## src/rtl/sigmoid_lut_addr_calc.sv

```systemverilog
// Sigmoid LUT address generator: saturating magnitude-to-address map plus sign and out-of-range flag.
// One-cycle latency, one operand per cycle; no backpressure, outputs hold between valid inputs.
module sigmoid_lut_addr_calc #(
  parameter int DATA_W    = 12,
  parameter int ADDR_W    = 9,
  parameter int FRAC_BITS = 6,
  parameter int MAX_MAG   = 384
) (
  input  logic              clk,
  input  logic              rst_n,
  input  logic              in_valid,
  input  logic [DATA_W-1:0] data_in,
  output logic              out_valid,
  output logic [ADDR_W-1:0] addr_out,
  output logic              out_of_range,
  output logic              sign_out
);

  localparam int MAG_W = DATA_W - 1;
  localparam int INT_W = MAG_W - FRAC_BITS;
  localparam logic [INT_W-1:0]     MAX_INT  = INT_W'(MAX_MAG >> FRAC_BITS);
  localparam logic [FRAC_BITS-1:0] MAX_FRAC = FRAC_BITS'(MAX_MAG % (1 << FRAC_BITS));
  localparam logic [ADDR_W-1:0]    SAT_ADDR = ADDR_W'(MAX_MAG);

  logic [MAG_W-1:0]     mag;
  logic [INT_W-1:0]     mag_int;
  logic [FRAC_BITS-1:0] mag_frac;
  logic                 oor_nxt;
  logic [ADDR_W-1:0]    addr_nxt;
  logic                 sign_nxt;

  assign mag      = data_in[MAG_W-1:0];
  assign mag_int  = mag[MAG_W-1:FRAC_BITS];
  assign mag_frac = mag[FRAC_BITS-1:0];

  // Compare the full magnitude against the limit so large values saturate rather than wrap.
  always_comb begin
    oor_nxt  = (mag_int > MAX_INT) || ((mag_int == MAX_INT) && (mag_frac > MAX_FRAC));
    addr_nxt = oor_nxt ? SAT_ADDR : mag[ADDR_W-1:0];
    // Negative zero is folded to +0 so the LUT never applies the 1-s(x) mirror to zero.
    sign_nxt = data_in[DATA_W-1] && (mag != '0);
  end

  always_ff @(posedge clk or negedge rst_n) begin
    if (!rst_n) begin
      out_valid    <= 1'b0;
      addr_out     <= '0;
      out_of_range <= 1'b0;
      sign_out     <= 1'b0;
    end else begin
      out_valid <= in_valid;
      if (in_valid) begin
        addr_out     <= addr_nxt;
        out_of_range <= oor_nxt;
        sign_out     <= sign_nxt;
      end
    end
  end

endmodule

```

## config.mk

```make
export PLATFORM = sky130hd
export DESIGN_NAME = sigmoid_lut_addr_calc
export DESIGN_NICKNAME = d
export VERILOG_FILES = /design/src/rtl/sigmoid_lut_addr_calc.sv
export SDC_FILE = /design/constraint.sdc
export NUM_CORES = 1
export LEC_CHECK = 0
export CORE_MARGIN = 2
export CORE_UTILIZATION = 35
export DETAILED_ROUTE_END_ITERATION = 10
export PLACE_DENSITY = 0.83
export SLEW_MARGIN = 20
export SYNTH_ARGS = -nofsm -noshare
export SYNTH_HDL_FRONTEND = slang
export SYNTH_SLANG_ARGS = --single-unit
export TNS_END_PERCENT = 30
```

## constraint.sdc

```tcl
create_clock -name clk -period 1.7 [get_ports clk]
set_clock_uncertainty 0.15 [all_clocks]
set_input_delay 0.34 -clock clk [delete_from_list [all_inputs] [get_ports clk]]
set_output_delay 0.34 -clock clk [all_outputs]
set_load 0.01 [all_outputs]
```

# == Yosys cells after proc, flatten, opt, wreduce, memory -nomap -nowiden ==
# Cells that the tools add are included.
# op_classes
n_lt_le_gt_ge,2
n_eq_ne,1
n_mux,1
n_reduce_logical,4
# op_table
cell,n
$reduce_bool A11 Y1,1
$mux W9,1
$gt A6 B1 Y1 const B,1
$eq A5 B3 Y1 const B,1
$gt A5 B3 Y1 const B,1
$logic_and A1 B1 Y1,2
$logic_or A1 B1 Y1,1
# word_totals
reg_bits,12
in_bits,15
out_inout_bits,12
word_cells,12

# == Logic depth before layout (Yosys ltp) ==
# depth
word_depth,4
ltp_mapped,4
mapped_depth_nobuf,3

# == Least setup slack after synthesis ==
# No wires, ideal clock.
# synth_path
path_type,input-to-reg
startpoint,in data_in[3]
endpoint,reg out_of_range
setup_time_ns,0.140
t_arrival_ns,1.196
t_required_ns,1.410
slack_ns,0.215
path_stages,3
n_path_buf,0
path_cell_list,or4_1 -> nor4_1 -> a311oi_1
# synth_via
elab_chain_len,3
# synth_rtl
item,line_no,rtl
start: declaration,12,"input logic [DATA_W-1:0] data_in,"
$gt A6 B1 Y1,38,oor_nxt = (mag_int > MAX_INT) || ((mag_int == MAX_INT) && (mag_frac > MAX_FRAC));
$logic_and A1 B1 Y1,38,
$logic_or A1 B1 Y1,38,
end signal: assignment,54,out_of_range <= oor_nxt;
end: declaration,15,"output logic out_of_range,"
# No other way between the ends.
# A chain may end at the register's enable or synchronous reset.

# == Worst setup path in the final report ==
# Same ends and word-level chain as after synthesis.

==> run summary <==
XOR/XNOR Fraction of Synth Area -> 0%
R2R depth -> 1
Pleak -> 0.400 nW
reg2reg end -> addr_out[4]
die span in x -> 40.6 um
Setup TNS Final -> 0 ns
HPWL Detailed -> 924 um
syn avg cell area -> 14.2 sq um
# nets final -> 80
Pre-Repair DR Iteration Count -> 4
Critical Path AT -> 1.66 ns
final period demand of the worst path -> 1.67 ns
Crit path required time -> 1.69 ns
initial core utilization -> 37.0%
largest net degree at the start of global routing -> 13
num ports -> 27
launch point of the worst reg-to-reg path -> addr_out[4]
Critical-path top delay cell -> or4_1
GR Overflow Total -> 0
M2 GR Usage -> 27.8%
Setup WS post-layout -> 0.0257 ns
Rel. slew slack -> 65.7%
vias in the first global route -> 378
dpl ws -> -0.307 ns
Total Routing Usage GR -> 16.6%
Final Max Tran Viols -> 0
status -> completed
R2R Setup Slk -> 0.78 ns
Yosys reg bits -> 12
routed wire length -> 1.25 mm
Worst-Margin Slew -> 0.513 ns
most frequent cell after synthesis -> dfrtp_1
Clock Root Buffer -> clkbuf_4
Synth Cell Area -> 469 sq um
H-tree depth -> 1
Longest Clk Path Bufs -> 2
layout cells sized above 1 -> 15.6%
async set or reset register ratio after synthesis -> 100%
Syn-to-layout area delta -> 72.3%
Adder-Cell Fraction of Synth Area -> 0%
Routed Antenna Nets -> 0
Primary FF master, synth -> dfrtp_1
VDD IR max -> 0.695 mV
first-pass GRT wire length -> 1.73 mm
Critical Path Source Type -> input port
synth cell count leaders -> dfrtp_1 (12), a22o_1 (7), nor2_1 (2)
CP delay by family, top -> simple AND/OR/NAND/NOR gates
syn_nets -> 48
multiplexer share of the synthesized area -> 2.13%
GR met3 Demand/Resource -> 5.98%
Power, Total -> 0.649 mW
sequential element share of the synthesized area -> 64.0%
largest cells by area after synthesis -> dfrtp_1 (64%), a22o_1 (13%), a21oi_4 (3.5%), or3b_4 (2.4%), mux2i_1 (2.1%)
Max FO, Critical Path -> 2
CTS tree -> built
DRT iter0 DRCs -> 5
Final Hold Fails -> 0
Ant. Diodes -> 0
worst-path cell chain -> clkdlybuf4s50_1 -> or4_1 -> nor4_2 -> a311oi_1
max cap viols -> 0
total die area -> 0.00165 sq mm
post-synthesis cell count -> 33
clock slew at reported path FFs -> 0.08 ns
die extent in y -> 40.6 um
antenna violations before repair -> 0
Post-synth EDFFs -> 0
Sink Count -> 12
critical path buffer and inverter count -> 1
DRC Markers -> 0
cts-stage hold buffer count -> 0
vias per cell -> 5.09
FMAX -> 597 MHz
Finish-stage setup viols -> 0
routability cong. -> 0.635
fill cell count -> 96
Worst path max stage delay -> 0.55 ns
TritonCTS Buffers -> 3
largest family of logic cells by synthesized area -> compound AO/OA/AOI/OAI gates
top cell type's share of synthesized area -> 64.0%
std cell rows -> 13
Tcrit/Tclk final -> 98.5%
CP endpoint kind -> register
worst skew pair latency -> 0.27 ns
Via Count -> 402
post-CTS setup repair buffer count -> 0
Core ar. -> 0.00127 sq mm
Crit Path Class -> in -> reg
GRT busiest layer -> met2
simple-gate share of the synthesized area -> 8.00%
YS warnings -> 0
largest area contributor in the netlist -> dfrtp_1
pwr dens -> 803 mW/mm^2
RSZ-0062 raised after global routing -> yes
met1 usage -> 18.9%
IO buf count -> 26
Synth cell types -> 15
drt wl/cell -> 15.8 um
Synth Area in Compound Gates -> 23.5%
hold crit path type -> in -> async
final cells by class:
| cell class | instances | area, sq um | area share [%] |
|---|---|---|---|
| clock buffer | 4 | 36.3 | 4.49 |
| inverter | 1 | 3.75 | 0.464 |
| multi-input combinational | 19 | 164 | 20.3 |
| sequential | 12 | 300 | 37.2 |
| tap | 15 | 18.8 | 2.32 |
| timing repair buffer | 28 | 285 | 35.3 |
logic make-up (layout without fill, tap and decap cells):
kind of cell / Yosys count / count (layout)
simple gates: 6 / 6
flops: 12 / 12
compound gates: 12 / 12
buf+inv: 2 / 33
mux: 1 / 1
cell usage in the layout (no fill, tap or decap), types with 2 or more instances in the layout:
cell type	count
clkdlybuf4s50_1	22
dfrtp_1	12
a22o_1	7
dlymetal6s2s_1	4
clkbuf_4	3
nor2_1	2
buf_4	2
sequential cells by signal, indices dropped and copies added, names as in the netlist:
name          flops
out_valid         1
out_of_range      1
sign_out          1
addr_out          9
where the power goes:
part           leakage [nW]  internal, mW  switching [mW]
Sequential            0.147         0.301         0.00826
Clock                0.0210         0.130          0.0918
Combinational         0.232        0.0717          0.0461
stage by stage:
step           cell area [sq um]  std cells  hold slack, ns  utilization, %
5_1_grt                      808         79           0.298            63.7
2_1_floorplan                469         33          -0.106               -
6_report                     808         79           0.256            63.7
3_3_place_gp                 756         75           0.342            59.6
3_5_place_dp                 756         75           0.349            59.6
4_1_cts                      798         79           0.273            62.9
layer usage:
metal | vias up | share of wire, % | wire length [um]
li1 | 192 | - | -
met1 | 193 | 38 | 477
met2 | 15 | 55 | 686
met3 | 2 | 5.4 | 67
met4 | 0 | 1.4 | 17
met5 | - | 0 | 0
how the worst max path moves through the flow:
stage               slack (ns)  cells after the start           end         from
finish                    0.03                      4  out_of_range   data_in[3]
global route            -0.003                      4      sign_out   data_in[2]
CTS                       0.02                      1   addr_out[4]  addr_out[4]
detailed placement       -0.31                      4  out_of_range   data_in[3]
global placement         -0.27                      4  out_of_range   data_in[3]
floorplan                 0.21                      3  out_of_range   data_in[3]
repair_timing:
action	4_1_cts	5_1_grt
endpoints found under the setup margin	2	5
gates resized for setup	1	4
pin swaps	0	0
Note: power is estimated with default switching activity, not from simulation.
